`config.mk`:
```
export PLATFORM = sky130hd
export DESIGN_NAME = wb_regfile
export DESIGN_NICKNAME = d
export VERILOG_FILES = /design/src/rtl/wb_regfile_pkg.sv /design/src/rtl/wb_regfile_core.sv /design/src/rtl/wb_regfile.sv
export SDC_FILE = /design/constraint.sdc
export NUM_CORES = 2
export LEC_CHECK = 0
export CAP_MARGIN = 5
export CORE_MARGIN = 2
export CORE_UTILIZATION = 60
export DETAILED_ROUTE_END_ITERATION = 8
export PLACE_DENSITY_LB_ADDON = 0.05
export SYNTH_ARGS = -nofsm -noshare
export SYNTH_HDL_FRONTEND = slang
export SYNTH_SLANG_ARGS = --single-unit
export TNS_END_PERCENT = 50
```
`constraint.sdc`:
```
create_clock -name clock -period 2.8 [get_ports clock]
set_clock_uncertainty 0.2 [all_clocks]
set_input_delay 0.28 -clock clock [delete_from_list [all_inputs] [get_ports clock]]
set_output_delay 0.28 -clock clock [all_outputs]
set_load 0.02 [all_outputs]
```
`src/rtl/wb_regfile_pkg.sv`:
```
// Shared writeback definitions: datapath widths and MemToReg source encodings,
// common to the MEM/WB register, forwarding unit and writeback stage.
package wb_regfile_pkg;

    localparam int unsigned WbDataWidth = 32;
    localparam int unsigned WbAddrWidth = 5;

    typedef enum logic [1:0] {
        MTR_ALU  = 2'b00,
        MTR_MEM  = 2'b01,
        MTR_LINK = 2'b10,
        MTR_RSVD = 2'b11
    } mtr_sel_e;

endpackage

```
`src/rtl/wb_regfile_core.sv`:
```
// Architectural register storage: synchronous clear, one write port, two raw
// read ports. Index 0 always reads as zero.
module wb_regfile_core
    import wb_regfile_pkg::*;
#(
    parameter int unsigned DATA_WIDTH = WbDataWidth,
    parameter int unsigned ADDR_WIDTH = WbAddrWidth,
    parameter int unsigned NUM_REGS   = 2 ** WbAddrWidth
) (
    input  logic                  clock,
    input  logic                  reset,
    input  logic                  we_i,
    input  logic [ADDR_WIDTH-1:0] waddr_i,
    input  logic [DATA_WIDTH-1:0] wdata_i,
    input  logic [ADDR_WIDTH-1:0] raddr1_i,
    input  logic [ADDR_WIDTH-1:0] raddr2_i,
    output logic [DATA_WIDTH-1:0] rdata1_o,
    output logic [DATA_WIDTH-1:0] rdata2_o
);

    logic [DATA_WIDTH-1:0] regs_q [NUM_REGS];
    logic [DATA_WIDTH-1:0] regs_d [NUM_REGS];

    always_comb begin
        regs_d = regs_q;
        if (we_i) begin
            regs_d[waddr_i] = wdata_i;
        end
    end

    // Reset wins over any write presented in the same cycle.
    always_ff @(posedge clock) begin
        if (reset) begin
            for (int i = 0; i < NUM_REGS; i++) begin
                regs_q[i] <= '0;
            end
        end else begin
            regs_q <= regs_d;
        end
    end

    always_comb begin
        rdata1_o = (raddr1_i == '0) ? '0 : regs_q[raddr1_i];
        rdata2_o = (raddr2_i == '0) ? '0 : regs_q[raddr2_i];
    end

endmodule

```
`src/rtl/wb_regfile.sv`:
```
// MIPS writeback stage: selects the writeback value, commits it to the
// register file and bypasses it to the decode read ports in the same cycle.
module wb_regfile
    import wb_regfile_pkg::*;
#(
    parameter int unsigned DATA_WIDTH = WbDataWidth,
    parameter int unsigned ADDR_WIDTH = WbAddrWidth,
    parameter int unsigned NUM_REGS   = 2 ** WbAddrWidth
) (
    input  logic                  clock,
    input  logic                  reset,
    input  logic [1:0]            wb_mem_to_reg,
    input  logic                  wb_reg_write,
    input  logic [ADDR_WIDTH-1:0] wb_dest,
    input  logic [DATA_WIDTH-1:0] wb_mem_data,
    input  logic [DATA_WIDTH-1:0] wb_alu_result,
    input  logic [DATA_WIDTH-1:0] wb_link_addr,
    input  logic [ADDR_WIDTH-1:0] rd_addr1,
    input  logic [ADDR_WIDTH-1:0] rd_addr2,
    output logic [DATA_WIDTH-1:0] rd_data1,
    output logic [DATA_WIDTH-1:0] rd_data2,
    output logic [DATA_WIDTH-1:0] wb_data,
    output logic                  wb_write_en
);

    mtr_sel_e              sel;
    logic [DATA_WIDTH-1:0] raw_data1;
    logic [DATA_WIDTH-1:0] raw_data2;

    assign sel = mtr_sel_e'(wb_mem_to_reg);

    always_comb begin
        wb_data = wb_alu_result;
        case (sel)
            MTR_MEM:  wb_data = wb_mem_data;
            MTR_LINK: wb_data = wb_link_addr;
            default:  wb_data = wb_alu_result;
        endcase
    end

    // Writes to r0 are dropped here so neither storage nor bypass ever sees them.
    assign wb_write_en = wb_reg_write & (wb_dest != '0) & ~reset;

    wb_regfile_core #(
        .DATA_WIDTH(DATA_WIDTH),
        .ADDR_WIDTH(ADDR_WIDTH),
        .NUM_REGS  (NUM_REGS)
    ) u_core (
        .clock   (clock),
        .reset   (reset),
        .we_i    (wb_write_en),
        .waddr_i (wb_dest),
        .wdata_i (wb_data),
        .raddr1_i(rd_addr1),
        .raddr2_i(rd_addr2),
        .rdata1_o(raw_data1),
        .rdata2_o(raw_data2)
    );

    always_comb begin
        rd_data1 = (wb_write_en && (rd_addr1 == wb_dest)) ? wb_data : raw_data1;
        rd_data2 = (wb_write_en && (rd_addr2 == wb_dest)) ? wb_data : raw_data2;
    end

endmodule

```
==> metrics.md <==
| Metric | Value |
|---|---|
| Status | `finished, violations left` |
| Failing checks | `design-rule violations, negative setup slack` |
| Buffers on Ports | `212` |
| Initial antenna violation count | `11` |
| Slew HR | `between 20% and 30%` |
| Cts bufs inserted | `109` |
| Power Density | `around 530 mW/mm^2` |
| Clock-pin slew on the worst setup and hold paths | `around 0.060 ns` |
| H-Tree Depth | `3` |
| Die Y | `around 300 um` |
| Critical Path RT | `between 2 and 2.5 ns` |
| Fin util | `roughly 77%` |
| R2R cell count | `4` |
| CP Class | `reg -> out` |
| Share of layout cells above drive strength 1 | `approximately 30%` |
| Syn nets | `5894` |
| Post-Layout Cell Count | `~7400` |
| CTS tree | `done` |
| Final setup viols | `between 60 and 70` |
| Most frequent cells in the layout | `1712 x nand2_1, 932 x dfxtp_1, 776 x a21oi_1` |
| CP Launch Type | `register` |
| Hold worst-path end | `u_core.regs_q[874]` |
| Most common cell after layout, fill and taps aside | `nand2_1` |
| Pleak | `24.6 nW` |
| Final Max Tran Viols | `0` |
| CTS Sinks | `a little over 1000` |
| Multi-input logic area | `between 0.03 and 0.04 mm^2` |
| Total number of yosys warnings | `0` |
| Arr. time, crit path | `~2.8 ns` |
| Fillcell total | `5899` |
| Hold Vio Cnt, Final | `0` |
| Routability Congestion | `between 1 and 1.5` |
| Max rail drop VDD | `approximately 550 uV` |
| Detailed Routing Iterations Pass 1 | `9` |
| Min cycle time layout | `~3.2 ns` |
| Worst-Margin Slew | `approximately 1.1 ns` |
| FP Rows | `~110` |
| Start of the worst register-to-register path | `u_core.regs_q[882]` |
| Final Total Pwr | `approximately 35 mW` |
| CTS hold repair buffers | `0` |
| Largest registers | `u_core.regs_q: 1024 flops` |
| First-pass GRT wire length | `321000 um` |
| Remaining Overflow, GRT | `0` |
| Syn Area/Cell | `9.16 um^2` |
| Top FF cell, synth | `dfxtp_1` |
| Unrepaired setup endpoints after global routing | `yes` |
| Min-Delay Path Class | `in -> reg` |
| Post-DP HPWL | `between 100000 and 150000 um` |
| DRC viols | `1` |
| Worst R2R Setup Slack | `approximately 1.7 ns` |
| Initial DRC count | `8258` |
| WHS | `between 0.1 and 0.15 ns` |
| Post-Syn Area | `roughly 0.053 mm^2` |
| Vias in the first global route | `roughly 49000` |
| Crit share post-route | `116%` |
| Max Cap Viol | `0` |
| Layout Area Growth over Synthesis | `26.2%` |
| CP max FO | `2` |
| Hold Crit Start | `reset` |
| Distinct cells, synth | `60` |
| Crit path capture type | `output port` |
| EDFF count, synth | `0` |
| Die ar. | `about 0.091 mm^2` |
| Root buffer cell | `clkbuf_16` |
| Number of synthesized register bits | `1024` |
| # IOs | `213` |
| Post-DRT Antenna Nets | `0` |
| Routed WL per cell | `around 30 um` |
| Clk_lat worst skew | `around 0.7 ns` |
| Initial Utilization | `between 60 and 70%` |
| Sequential fraction of the synthesis area | `38.7%` |
| Post-route setup TNS | `-7.65 ns` |
| Inst Count DP | `about 7200` |
| Final WS setup | `-0.438 ns` |
| Final WL | `222000 um` |
| Biggest register | `u_core.regs_q` |
| Number of flip-flops in the largest register | `between 1000 and 1500` |
| Via count | `51100` |
| Final Net Count | `6301` |
| GRT Overall Usage | `48.2%` |
| Cells after Synth | `~5800` |
| Vias per inst | `between 6 and 7` |
| Ys async rst share | `0%` |
| Reg area | `slightly above 0.02 mm^2` |
| Total core area | `0.0872 mm^2` |
| Clk buf depth | `3` |
| Fmax | `309 MHz` |
| Hold path cells | `4` |
| Reg-to-Reg End | `u_core.regs_q[882]` |
| Pin count of the biggest net entering global routing | `a little under 200` |
| Die X | `roughly 300 um` |
[worst max-delay path, stage by stage (launching register included)]
cell and delay [ns]:
dfxtp_2 0.33, buf_6 0.11, mux4_2 0.44, and2_4 0.17, a211oi_2 0.15, buf_4 0.19
a2111oi_4 0.04, a221o_2 0.44, buf_6 0.17
[how the worst max path moves through the flow]
stage | endpoint | slack, ns | from
after floorplan | rd_data2[28] | 0.31 | wb_mem_to_reg[0]
after global placement | rd_data2[7] | -0.92 | wb_dest[1]
after detailed placement | rd_data1[21] | -0.93 | wb_dest[1]
after CTS | rd_data1[18] | -0.40 | u_core.regs_q[882]
after global routing | rd_data1[18] | -0.45 | u_core.regs_q[882]
final | rd_data1[18] | -0.44 | u_core.regs_q[882]
[cell usage after synthesis (20+ instances only)]
| master | number | area (um^2) |
|---|---|---|
| mux2i_1 | 305 | 3050 |
| a211oi_1 | 39 | 293 |
| a21oi_1 | 790 | 3950 |
| mux4_2 | 495 | 11100 |
| o21ai_1 | 51 | 255 |
| buf_4 | 30 | 225 |
| o22ai_1 | 86 | 538 |
| nor2_1 | 261 | 980 |
| buf_2 | 136 | 681 |
| nor2b_1 | 59 | 369 |
| o211ai_1 | 30 | 225 |
| a22oi_1 | 63 | 473 |
| a221o_1 | 20 | 200 |
| clkbuf_1 | 389 | 1460 |
| o21ai_0 | 42 | 210 |
| nand2_1 | 1732 | 6500 |
| buf_6 | 25 | 282 |
| dfxtp_1 | 1024 | 20500 |
[where the power goes]
part,internal (mW),switching (mW)
Clock,9.05,6.35
Combinational,1.94,3.13
Sequential,14.6,0.0372
Total,25.6,9.52
[layer usage]
| layer | routed length, um | global-route usage (%) |
|---|---|---|
| met1 | 74000 | 58.9 |
| met5 | 160 | 0.741 |
| met2 | 93500 | 69.9 |
| met4 | 21100 | 38.8 |
| met3 | 33200 | 15.8 |
[cells by family after synthesis]
kind of cell	synth area share [%]
compound gates	12.6
xor+xnor	0.165
fa+ha+maj	0.0473
buf+inv	5.21
flops	38.7
mux	27.2
simple gates	16.1
[through the flow]
stage,setup slack [ns],instance area (um^2)
2_1_floorplan,0.311,52900
3_3_place_gp,-0.918,61200
3_5_place_dp,-0.928,61200
4_1_cts,-0.399,66300
5_1_grt,-0.453,66800
6_report,-0.438,66800
[layout make-up]
type                    count  area share, %
repair buffers            893           14.1
clock buffers             160           4.81
diodes                      5         0.0187
inverters                   6         0.0337
well taps                1155           2.16
clock inverters            43          0.862
multi-input cells        4149           47.1
flip-flops and latches   1024           30.9
[timing repair]
item | in CTS | in global routing
endpoints found under the setup margin | 90 | 68
resized for setup | 678 | 120
pin swaps | 127 | 54
buffers inserted | 15 | 15
cloned | 1 | 0
Note: power is estimated with default switching activity, not from simulation.
